**src/rtl/uart_buffered.sv**
```systemverilog
// rtl/uart_buffered.sv - buffered UART with programmable divisor, TX/RX FIFOs, parity and irq
//
// uart_fifo:     byte FIFO with flush and simultaneous push/pop.
// uart_buffered: bus-mapped UART top.
//   clk_bus      sole clock, rising edge
//   rst_n        asynchronous active-low reset
//   bus_address  register byte address, decoded on [3:2]
//   bus_data_i   write data
//   bus_read     read strobe (pops RX head on DATA)
//   bus_write    write strobe
//   bus_data_o   read data, combinational from bus_address
//   txd          serial out, idle high
//   rxd          serial in, asynchronous
//   irq          registered level interrupt

module uart_fifo #(
  parameter int DEPTH = 16,
  parameter int WIDTH = 8
) (
  input  logic                   clk,
  input  logic                   rst_n,
  input  logic                   push,
  input  logic [WIDTH-1:0]       push_data,
  input  logic                   pop,
  input  logic                   flush,
  output logic [WIDTH-1:0]       head,
  output logic [$clog2(DEPTH):0] count,
  output logic                   empty,
  output logic                   full
);
  localparam int AW = $clog2(DEPTH);
  localparam logic [AW:0] FULL_COUNT = (AW+1)'(DEPTH);

  logic [WIDTH-1:0] mem [DEPTH];
  logic [AW-1:0]    wr_ptr;
  logic [AW-1:0]    rd_ptr;
  logic             push_ok;
  logic             pop_ok;

  assign pop_ok  = pop & ~empty;
  // A full FIFO still accepts a push when the same edge pops.
  assign push_ok = push & (~full | pop_ok);

  always_ff @(posedge clk or negedge rst_n) begin
    if (!rst_n) begin
      wr_ptr <= '0;
      rd_ptr <= '0;
      count  <= '0;
    end else if (flush) begin
      wr_ptr <= '0;
      rd_ptr <= '0;
      count  <= '0;
    end else begin
      if (push_ok) wr_ptr <= wr_ptr + 1'b1;
      if (pop_ok)  rd_ptr <= rd_ptr + 1'b1;
      if (push_ok && !pop_ok)      count <= count + 1'b1;
      else if (!push_ok && pop_ok) count <= count - 1'b1;
    end
  end

  always_ff @(posedge clk) begin
    if (push_ok && !flush) mem[wr_ptr] <= push_data;
  end

  assign head  = mem[rd_ptr];
  assign empty = (count == '0);
  assign full  = (count == FULL_COUNT);
endmodule

module uart_buffered #(
  parameter int FIFO_DEPTH  = 16,
  parameter int DIV_WIDTH   = 16,
  parameter int DEFAULT_DIV = 434
) (
  input  logic        clk_bus,
  input  logic        rst_n,
  input  logic [3:0]  bus_address,
  input  logic [31:0] bus_data_i,
  input  logic        bus_read,
  input  logic        bus_write,
  output logic [31:0] bus_data_o,
  output logic        txd,
  input  logic        rxd,
  output logic        irq
);
  localparam int CW = $clog2(FIFO_DEPTH) + 1;

  typedef enum logic [2:0] {TX_IDLE, TX_START, TX_DATA, TX_PARITY, TX_STOP} tx_state_t;
  typedef enum logic [2:0] {RX_IDLE, RX_START, RX_DATA, RX_PARITY, RX_STOP} rx_state_t;

  function automatic logic [7:0] sat8(input logic [CW-1:0] c);
    logic [8:0] w;
    w = 9'(c);
    return (w > 9'd255) ? 8'hff : w[7:0];
  endfunction

  // Register file
  logic [DIV_WIDTH-1:0] div_reg;
  logic [DIV_WIDTH-1:0] div_eff;
  logic [4:0]           ctrl_reg;
  logic                 err_ovr, err_par, err_frm;
  logic                 irq_r;
  logic                 wr_div, wr_ctrl, wr_data, wr_stat, rd_data;
  logic                 tx_flush, rx_flush;
  logic [2:0]           err_clr;
  logic                 set_ovr, set_par, set_frm;
  logic [31:0]          div_rd;
  logic [31:0]          status;
  logic                 unused_ok;

  // FIFO wiring
  logic          tx_pop, tx_empty, tx_full;
  logic [7:0]    tx_head;
  logic [CW-1:0] tx_count;
  logic          rx_empty, rx_full;
  logic [7:0]    rx_head;
  logic [CW-1:0] rx_count;
  logic          rx_push_r;
  logic          tx_idle;

  // TX shifter
  tx_state_t            tx_state, tx_state_n;
  logic [DIV_WIDTH-1:0] tx_cnt, tx_cnt_n, tx_div, tx_div_n;
  logic [2:0]           tx_bit, tx_bit_n;
  logic [7:0]           tx_data, tx_data_n;
  logic [2:0]           tx_cfg, tx_cfg_n;
  logic                 tx_second, tx_second_n;
  logic                 txd_r, txd_n;
  logic                 tx_load;

  // RX shifter
  logic                 rx_s1, rx_s2, rx_d3, rx_fall;
  rx_state_t            rx_state, rx_state_n;
  logic [DIV_WIDTH-1:0] rx_cnt, rx_cnt_n, rx_div, rx_div_n;
  logic [2:0]           rx_bit, rx_bit_n;
  logic [7:0]           rx_data, rx_data_n;
  logic [1:0]           rx_cfg, rx_cfg_n;
  logic                 rx_parbit, rx_parbit_n;
  logic                 rx_push_n;

  assign wr_div   = bus_write & (bus_address[3:2] == 2'd0);
  assign wr_ctrl  = bus_write & (bus_address[3:2] == 2'd1);
  assign wr_data  = bus_write & (bus_address[3:2] == 2'd2);
  assign wr_stat  = bus_write & (bus_address[3:2] == 2'd3);
  assign rd_data  = bus_read  & (bus_address[3:2] == 2'd2);
  assign tx_flush = wr_ctrl & bus_data_i[5];
  assign rx_flush = wr_ctrl & bus_data_i[6];
  assign err_clr  = wr_stat ? bus_data_i[5:3] : 3'b000;
  assign div_eff  = (div_reg < DIV_WIDTH'(4)) ? DIV_WIDTH'(4) : div_reg;
  assign tx_idle  = tx_empty & (tx_state == TX_IDLE);
  assign unused_ok = ^{bus_data_i, bus_address[1:0]};

  // Overrun is judged when the byte actually reaches the FIFO, so a bus pop
  // in the same edge makes room for it.
  assign set_ovr = rx_push_r & rx_full & ~(rd_data & ~rx_empty) & ~rx_flush;

  uart_fifo #(.DEPTH(FIFO_DEPTH), .WIDTH(8)) u_tx_fifo (
    .clk(clk_bus), .rst_n(rst_n), .push(wr_data), .push_data(bus_data_i[7:0]),
    .pop(tx_pop), .flush(tx_flush), .head(tx_head), .count(tx_count),
    .empty(tx_empty), .full(tx_full)
  );

  uart_fifo #(.DEPTH(FIFO_DEPTH), .WIDTH(8)) u_rx_fifo (
    .clk(clk_bus), .rst_n(rst_n), .push(rx_push_r), .push_data(rx_data),
    .pop(rd_data), .flush(rx_flush), .head(rx_head), .count(rx_count),
    .empty(rx_empty), .full(rx_full)
  );

  always_ff @(posedge clk_bus or negedge rst_n) begin
    if (!rst_n) begin
      div_reg  <= DIV_WIDTH'(DEFAULT_DIV);
      ctrl_reg <= '0;
      err_ovr  <= 1'b0;
      err_par  <= 1'b0;
      err_frm  <= 1'b0;
      irq_r    <= 1'b0;
    end else begin
      if (wr_div)  div_reg  <= bus_data_i[DIV_WIDTH-1:0];
      if (wr_ctrl) ctrl_reg <= bus_data_i[4:0];
      err_ovr <= set_ovr | (err_ovr & ~err_clr[0]);
      err_par <= set_par | (err_par & ~err_clr[1]);
      err_frm <= set_frm | (err_frm & ~err_clr[2]);
      irq_r   <= (ctrl_reg[3] & tx_idle) | (ctrl_reg[4] & ~rx_empty);
    end
  end

  always_comb begin
    div_rd = '0;
    div_rd[DIV_WIDTH-1:0] = div_reg;
  end

  assign status = {8'h00, sat8(rx_count), sat8(tx_count), 2'b00,
                   err_frm, err_par, err_ovr, tx_idle, ~rx_empty, ~tx_full};

  always_comb begin
    bus_data_o = '0;
    case (bus_address[3:2])
      2'd0:    bus_data_o = div_rd;
      2'd1:    bus_data_o = {27'd0, ctrl_reg};
      2'd2:    bus_data_o = rx_empty ? 32'd0 : {24'd0, rx_head};
      default: bus_data_o = status;
    endcase
  end

  // TX: divisor and framing are captured when a frame is loaded.
  always_ff @(posedge clk_bus or negedge rst_n) begin
    if (!rst_n) begin
      tx_state  <= TX_IDLE;
      tx_cnt    <= '0;
      tx_div    <= '0;
      tx_bit    <= '0;
      tx_data   <= '0;
      tx_cfg    <= '0;
      tx_second <= 1'b0;
      txd_r     <= 1'b1;
    end else begin
      tx_state  <= tx_state_n;
      tx_cnt    <= tx_cnt_n;
      tx_div    <= tx_div_n;
      tx_bit    <= tx_bit_n;
      tx_data   <= tx_data_n;
      tx_cfg    <= tx_cfg_n;
      tx_second <= tx_second_n;
      txd_r     <= txd_n;
    end
  end

  always_comb begin
    tx_state_n  = tx_state;
    tx_cnt_n    = tx_cnt;
    tx_div_n    = tx_div;
    tx_bit_n    = tx_bit;
    tx_data_n   = tx_data;
    tx_cfg_n    = tx_cfg;
    tx_second_n = tx_second;
    txd_n       = txd_r;
    tx_load     = 1'b0;
    tx_pop      = 1'b0;
    case (tx_state)
      TX_IDLE: begin
        txd_n = 1'b1;
        if (!tx_empty) tx_load = 1'b1;
      end
      TX_START: begin
        if (tx_cnt == '0) begin
          tx_state_n = TX_DATA;
          tx_cnt_n   = tx_div - 1'b1;
          txd_n      = tx_data[0];
        end else begin
          tx_cnt_n = tx_cnt - 1'b1;
        end
      end
      TX_DATA: begin
        if (tx_cnt == '0) begin
          tx_cnt_n = tx_div - 1'b1;
          if (tx_bit == 3'd7) begin
            if (tx_cfg[0]) begin
              tx_state_n = TX_PARITY;
              txd_n      = (^tx_data) ^ tx_cfg[1];
            end else begin
              tx_state_n = TX_STOP;
              txd_n      = 1'b1;
            end
          end else begin
            tx_bit_n = tx_bit + 3'd1;
            txd_n    = tx_data[tx_bit_n];
          end
        end else begin
          tx_cnt_n = tx_cnt - 1'b1;
        end
      end
      TX_PARITY: begin
        if (tx_cnt == '0) begin
          tx_state_n = TX_STOP;
          tx_cnt_n   = tx_div - 1'b1;
          txd_n      = 1'b1;
        end else begin
          tx_cnt_n = tx_cnt - 1'b1;
        end
      end
      TX_STOP: begin
        if (tx_cnt == '0) begin
          if (tx_cfg[2] && !tx_second) begin
            tx_second_n = 1'b1;
            tx_cnt_n    = tx_div - 1'b1;
          end else if (!tx_empty) begin
            // Chain straight into the next start bit: no idle gap.
            tx_load = 1'b1;
          end else begin
            tx_state_n = TX_IDLE;
            txd_n      = 1'b1;
          end
        end else begin
          tx_cnt_n = tx_cnt - 1'b1;
        end
      end
      default: tx_state_n = TX_IDLE;
    endcase
    if (tx_load) begin
      tx_pop      = 1'b1;
      tx_data_n   = tx_head;
      tx_div_n    = div_eff;
      tx_cfg_n    = ctrl_reg[2:0];
      tx_cnt_n    = div_eff - 1'b1;
      tx_bit_n    = '0;
      tx_second_n = 1'b0;
      tx_state_n  = TX_START;
      txd_n       = 1'b0;
    end
  end

  assign txd = txd_r;
  assign irq = irq_r;

  // RX: two-flop synchronizer plus one more stage for falling-edge detect.
  assign rx_fall = rx_d3 & ~rx_s2;

  always_ff @(posedge clk_bus or negedge rst_n) begin
    if (!rst_n) begin
      rx_s1     <= 1'b1;
      rx_s2     <= 1'b1;
      rx_d3     <= 1'b1;
      rx_state  <= RX_IDLE;
      rx_cnt    <= '0;
      rx_div    <= '0;
      rx_bit    <= '0;
      rx_data   <= '0;
      rx_cfg    <= '0;
      rx_parbit <= 1'b0;
      rx_push_r <= 1'b0;
    end else begin
      rx_s1     <= rxd;
      rx_s2     <= rx_s1;
      rx_d3     <= rx_s2;
      rx_state  <= rx_state_n;
      rx_cnt    <= rx_cnt_n;
      rx_div    <= rx_div_n;
      rx_bit    <= rx_bit_n;
      rx_data   <= rx_data_n;
      rx_cfg    <= rx_cfg_n;
      rx_parbit <= rx_parbit_n;
      rx_push_r <= rx_push_n;
    end
  end

  always_comb begin
    rx_state_n  = rx_state;
    rx_cnt_n    = rx_cnt;
    rx_div_n    = rx_div;
    rx_bit_n    = rx_bit;
    rx_data_n   = rx_data;
    rx_cfg_n    = rx_cfg;
    rx_parbit_n = rx_parbit;
    rx_push_n   = 1'b0;
    set_par     = 1'b0;
    set_frm     = 1'b0;
    case (rx_state)
      RX_IDLE: begin
        if (rx_fall) begin
          rx_state_n = RX_START;
          rx_div_n   = div_eff;
          rx_cfg_n   = ctrl_reg[1:0];
          rx_cnt_n   = (div_eff >> 1) - 1'b1;
        end
      end
      RX_START: begin
        if (rx_cnt == '0) begin
          if (rx_s2) begin
            rx_state_n = RX_IDLE;   // glitch: line back high at mid-start
          end else begin
            rx_state_n = RX_DATA;
            rx_cnt_n   = rx_div - 1'b1;
            rx_bit_n   = '0;
          end
        end else begin
          rx_cnt_n = rx_cnt - 1'b1;
        end
      end
      RX_DATA: begin
        if (rx_cnt == '0) begin
          rx_data_n = {rx_s2, rx_data[7:1]};
          rx_cnt_n  = rx_div - 1'b1;
          if (rx_bit == 3'd7) rx_state_n = rx_cfg[0] ? RX_PARITY : RX_STOP;
          else                rx_bit_n   = rx_bit + 3'd1;
        end else begin
          rx_cnt_n = rx_cnt - 1'b1;
        end
      end
      RX_PARITY: begin
        if (rx_cnt == '0) begin
          rx_parbit_n = rx_s2;
          rx_state_n  = RX_STOP;
          rx_cnt_n    = rx_div - 1'b1;
        end else begin
          rx_cnt_n = rx_cnt - 1'b1;
        end
      end
      RX_STOP: begin
        if (rx_cnt == '0) begin
          // Back to idle at mid-stop so the next start edge is caught.
          rx_state_n = RX_IDLE;
          if (!rx_s2) begin
            set_frm = 1'b1;
          end else begin
            rx_push_n = 1'b1;
            if (rx_cfg[0] && (rx_parbit != ((^rx_data) ^ rx_cfg[1]))) set_par = 1'b1;
          end
        end else begin
          rx_cnt_n = rx_cnt - 1'b1;
        end
      end
      default: rx_state_n = RX_IDLE;
    endcase
  end
endmodule

```
**config.mk**
```make
export PLATFORM = sky130hd
export DESIGN_NAME = uart_buffered
export DESIGN_NICKNAME = d
export VERILOG_FILES = /design/src/rtl/uart_buffered.sv
export SDC_FILE = /design/constraint.sdc
export NUM_CORES = 1
export LEC_CHECK = 0
export ABC_AREA = 1
export CORE_MARGIN = 2
export CORE_UTILIZATION = 57
export CTS_BUF_LIST = sky130_fd_sc_hd__clkbuf_4
export CTS_CLUSTER_DIAMETER = 150
export DETAILED_ROUTE_END_ITERATION = 6
export HOLD_SLACK_MARGIN = 0.1
export PLACE_DENSITY_LB_ADDON = 0.08
export SYNTH_ARGS = -nofsm -noshare
export SYNTH_HDL_FRONTEND = slang
export SYNTH_SLANG_ARGS = --single-unit
```
**constraint.sdc**
```tcl
create_clock -name clk_bus -period 3.6 [get_ports clk_bus]
set_input_delay 0.36 -clock clk_bus [delete_from_list [all_inputs] [get_ports clk_bus]]
set_output_delay 0.36 -clock clk_bus [all_outputs]
set_load 0.005 [all_outputs]
```
Word-level counts from Yosys, hierarchy flattened
Memories as Yosys holds them, arrays and structs flattened. A register that Yosys moved wholly into a read port is not among the register bits.
Cells that the tools add are included.
Cells by class
  shift-type cells: 0
  $mul: 0
  bitwise operators: 39
  $lt $le $gt $ge: 2
  reduce and logical (&&, ||, !) cells: 52
  add/sub/neg operators: 16
  equality and inequality tests: 36
  divide/modulo/power cells: 0
  muxes and demuxes: 92
Operator list (count)
  two-way mux 16 bit: 10
  subtractor 16 x 1 -> 16 bit (second input constant): 5
  two-way mux 3 bit: 25
  one-hot mux 16 bit (4 select lines): 1
  one-hot mux 21 bit (3 select lines): 1
  zero test 16 bit: 2
  two-way mux 1 bit: 32
  two-way mux 4 bit: 8
  one-hot mux 16 bit (2 select lines): 1
  two-way mux 5 bit: 6
  one-hot mux 3 bit (5 select lines): 2
  != test 3 bit (second input constant): 8
  != test 2 bit (second input constant): 11
  bitwise AND 1 bit: 21
  nonzero test 2 bit: 9
  adder 4 x 1 -> 4 bit (second input constant): 4
  < comparator 16 x 3 -> 1 bit (second input constant): 1
  XOR reduction 8 bit: 2
  subtractor 15 x 1 -> 16 bit (second input constant): 1
  == test 3 x 2 -> 1 bit (second input constant): 4
  == test 3 bit (second input constant): 4
  adder 5 x 1 -> 5 bit (second input constant): 2
  == test 5 bit (second input constant): 2
  zero test 5 bit: 2
  33 further kinds: 73
Word-level totals
  output and inout port bits: 34
  register bits after elaboration: 147
  bits in latches: 0
  RAM bits: 256
  bits in read-only memories: 0
  memories: 2
Memories
  u_rx_fifo.mem: depth 16, width 8, rd ports 1, clocked after memory_dff 0, write ports 1, line 34  | logic [WIDTH-1:0] mem [DEPTH];
  u_tx_fifo.mem: depth 16, width 8, rd ports 1, clocked after memory_dff 1, write ports 1, line 34

Logic depth before layout (Yosys ltp)
  word-level depth: 14
  gate-level depth with buffers: 20
  mapped depth without buffers: 20

By module
A second synthesis with hierarchy kept.
Second synthesis, totals
  cells, all modules: 2078
  area, all modules: 19929.1 µm²
By module, submodules not included
  uart_buffered: sequential area each 3239.4 µm², area each 7831.3 µm², instances 1, cells each 1064
  uart_fifo at u_tx_fifo: sequential area each 4169.0 µm², area each 6070.8 µm², instances 1, cells each 508
  uart_fifo at u_rx_fifo: sequential area each 4169.0 µm², area each 6027.0 µm², instances 1, cells each 506

Least setup slack after synthesis
No wires, ideal clock.
  path kind: register to register
  start point: reg u_rx_fifo.count[0]
  end point: reg u_rx_fifo.count[4]
  period minus slack after synthesis: 2.651 ns
  library setup time: 0.128 ns
  path slack: 0.949 ns
  path buffers: 0
  cell stages (with the launch flop): 17
  data arrival time: 2.523 ns
  path through: dfrtp_1 nor4_1 nand2_1 nand2_1 inv_2 nand2_1 nand3_1 nand2_1 inv_1 nand2_2 inv_1 fa_1 o21ai_0 a21oi_1 xor2_1 xnor2_1 o21ai_0
Between the ends
  longest elaborated chain between the ends: 8
  elaborated cells on any way between the ends: 17
  classes of those cells: add/sub: 2; eq/ne: 1; mux: 3; bitwise: 5; reduce/logical: 6
Ends and longest elaborated chain
  start: declaration: line 27  | output logic [$clog2(DEPTH):0] count,
  start signal: assignment: line 56  | if (push_ok && !pop_ok) count <= count + 1'b1;
  start signal: assignment: line 57  | else if (!push_ok && pop_ok) count <= count - 1'b1;
  branches (longest 8 deep; another with subtractor 5 x 1 -> 5 bit)
Parallel ways; which one is timed is not known. The select of a mux whose other input is x is not followed.
A chain may end at the register's enable or synchronous reset.

Final worst setup path
  start point: reg u_rx_fifo.rd_ptr[0]
  end point: out bus_data_o[3]
Between the ends
  longest elaborated chain between the ends: 3
Ends and longest elaborated chain
  start: declaration: line 36  | logic [AW-1:0] rd_ptr;
  start signal: assignment: line 55  | if (pop_ok) rd_ptr <= rd_ptr + 1'b1;
  memory (16 x 8 bit)
  two-way mux 8 bit: line 200  | 2'd2: bus_data_o = rx_empty ? 32'd0 : {24'd0, rx_head};
  one-hot mux 21 bit (3 select lines): line 197  | case (bus_address[3:2])
  end: declaration: line 81  | output logic [31:0] bus_data_o,
Every way passes these cells.

==> run summary <==
FF+latch count, synth: 411
largest net degree at the start of global routing: 73
Rows: 67
routability cong.: 0.9052
peak supply drop: 355.5 uV
top-area cell type share of the netlist area: 39.86%
final worst slack: 0.02843 ns
fillers: 2744
Via density: 5.631
die area: 35320 sq um
GRT Util Overall: 27.79%
WL per Instance: 18.37 um
sequential fraction of the synthesis area: 60.03%
Placed Cells incl. Taps: 2441
commonest non-fill, non-tap cell in the layout: nor2_1
yosys warns: 0
root buffer cell: clkbuf_4
Worst EP required: 3.24 ns
Min Clock Period, post-route: 3.572 ns
syn_area_per_cell: 9.725 sq um
clock sinks: 411
antenna-violating nets left: 0
Distinct cells, synth: 46
initial core utilization: 57.66%
worst path arrival time: 3.21 ns
drt total wl: 48.35 mm
Synth Cell Area: 19280 sq um
Die H: 187.9 um
GRT met3 Usage: 5.128%
synthesized netlist cell count: 1983
run status: finished, final reports clean
GR met1 Demand/Resource: 38.97%
Peak Freq: 280.0 MHz
synth top area cells: edfxtp_1, dfrtp_1, o21ai_0, nor2_1, nand2_1
GRT busiest layer: met2
Detailed Routing Iterations Pass 1: 6
Starting DRT DRC Count: 1116
post-route clock period utilization: 99.21%
Slew Viols, Final: 0
startpoint types: flop
CTS Buffer Depth: 3
GR Layer Usage met2: 43.73%
initial antenna violation count: 2
ys flop type: edfxtp_1
worst slew pin tran: 1.124 ns
core area: 33450 sq um
share of post-route cells with drive strength above 1: 11.78%
clk_skew: 0.06578 ns
CP endpoint kind: primary output
Crit Path Class: reg2out
Vias: 14820
Synth area leader: edfxtp_1
Post-route DRC: 0
CTS tree: built
Area growth, synth to finish: 12.37%
leak pwr: 8.825 nW
Largest regs: u_rx_fifo.mem: 128 flops, u_tx_fifo.mem: 128 flops
Clk Latency, worst-skew pair: 0.83 ns
Final Hold Fails: 0
most frequent cells in the layout: nor2_1, nand2_1, o21ai_0, edfxtp_1, inv_1
IO Port Bufs: 45
final setup fails: 0
total CTS buffers: 104
Crit Path Max Fanout: 66
MaxCap Viol Count: 0
HP Class: in2async
Slew headroom: 24.88%
global route overflow: 0
nets@finish: 2179
Non-Filler Instances: 2632
Die W: 187.9 um
async set-reset flop share out of synthesis: 37.71%
number of global-route vias before repair: 14310
RSZ-0062 raised after global routing: true
power per cell area: 765.5 nW/um^2
IO Count: 75
Post-synth EDFFs: 256
first-pass GRT wire length: 76.76 mm
DP Wirelength: 31.74 mm
Placement Setup Slack: 0.2922 ns
H-Tree Level Count: 3
Clock Pin Slew Worst Setup and Hold Paths: 0.08 ns
[where the power goes]
group | switching (mW) | total, mW | leakage [nW] | internal [mW]
clock | 1.87 | 3.83 | 0.761 | 1.96
combinational | 4.20 | 6.43 | 3.79 | 2.22
sequential | 0.638 | 6.34 | 4.28 | 5.70
[area by class of cell]
cell class	count	area (sq um)	share of cell area, %
repair buffers	97	884.6	4.082
flip-flops and latches	411	11580	53.44
multi-input cells	1316	6686	30.85
inverters	180	684.4	3.158
clock inverters	23	106.4	0.4908
clock buffers	155	1164	5.370
well taps	448	560.5	2.587
diodes	2	5.005	0.02309
[timing repair]
action,4_1_cts,5_1_grt
buffers inserted,4,1
endpoints found under the hold margin,77,0
setup endpoints to repair,8,7
pin swaps,1,2
resized for setup,7,3
hold buffers,6,0
[worst paths after layout]
| kind | cells after the start | slack [ns] | to | start |
|---|---|---|---|---|
| max | 8 | 0.03 | bus_data_o[3] | u_rx_fifo.rd_ptr[0]$_DFFE_PN0P_ |
| min | 2 | 0.16 | rx_cnt[12]$_DFFE_PN0P_ | rst_n |
| max reg2reg | 17 | 0.37 | u_tx_fifo.count[4]$_DFFE_PN0P_ | tx_cnt[1]$_DFFE_PN0P_ |
| min reg2reg | 0 | 0.36 | rx_s2$_DFF_PN1_ | rx_s1$_DFF_PN1_ |
| max in group asynchronous | 3 | 2.55 | txd$_DFFE_PN1P_ | rst_n |
| min in group clk_bus | 3 | 0.17 | div_reg[8]$_DFFE_PN1P_ | bus_data_i[8] |
[cells in the mapped netlist (2+ instances only)]
cell type,number
nor2_1,321
nand2_1,299
o21ai_0,261
edfxtp_1,256
inv_1,172
dfrtp_1,146
nand3_1,73
clkbuf_1,68
a21oi_1,54
o221ai_1,40
xor2_1,36
o22ai_1,32
ha_1,26
nor3_1,23
o211ai_1,23
xnor2_1,20
a31oi_1,13
nand4_1,12
buf_4,11
nand2_2,11
o21bai_1,11
nor2_2,10
dfstp_2,9
clkinv_1,6
o2111ai_1,6
nor2_4,4
o21ai_1,4
or2_2,4
buf_2,3
mux2_2,3
a211oi_1,2
a22oi_1,2
a32oi_1,2
buf_1,2
buf_6,2
fa_1,2
inv_2,2
nand3b_1,2
nor4_1,2
o21a_1,2
[metal layers]
layer | routed length (um) | part of all wire [%] | vias up
li1 | - | - | 7113
met4 | 1168 | 2.4 | 0
met5 | 0 | 0 | -
met2 | 22730 | 47 | 470
met3 | 2658 | 5.5 | 91
met1 | 21800 | 45 | 7146
[per-stage QoR]
step / setup TNS, ns / hold WS [ns] / cell area [sq um] / utilization (%) / total power, mW
floorplan: 0 / 0.06441 / 19320 / - / 10.84
global placement: 0 / 0.3459 / 20270 / 60.61 / 12.56
detailed placement: 0 / 0.3472 / 20270 / 60.61 / 12.72
CTS: 0 / 0.1013 / 21650 / 64.73 / 16.62
global route: -0.5726 / 0.1166 / 21670 / 64.79 / 17.83
finish: 0 / 0.1553 / 21670 / 64.79 / 16.59
[critical path, stage by stage (launching register included)]
cell and delay (ns):
dfrtp_2 0.42, buf_12 0.27, o21ai_0 0.14, o221ai_1 0.22
o21ai_0 0.16, o21ai_1 0.27, a22oi_1 0.11, o211ai_1 0.19
clkdlybuf4s50_1 0.57
[cells by family after synthesis]
family | Yosys count | share of synthesized area (%)
compound gates | 457 | 13.71
xor+xnor | 56 | 2.543
fa+ha+maj | 28 | 1.895
buf+inv | 266 | 5.489
flops | 411 | 60.03
mux | 3 | 0.1752
other cells | 1 | 0.01945
simple gates | 761 | 16.14
(Power assumes the default switching activity.)
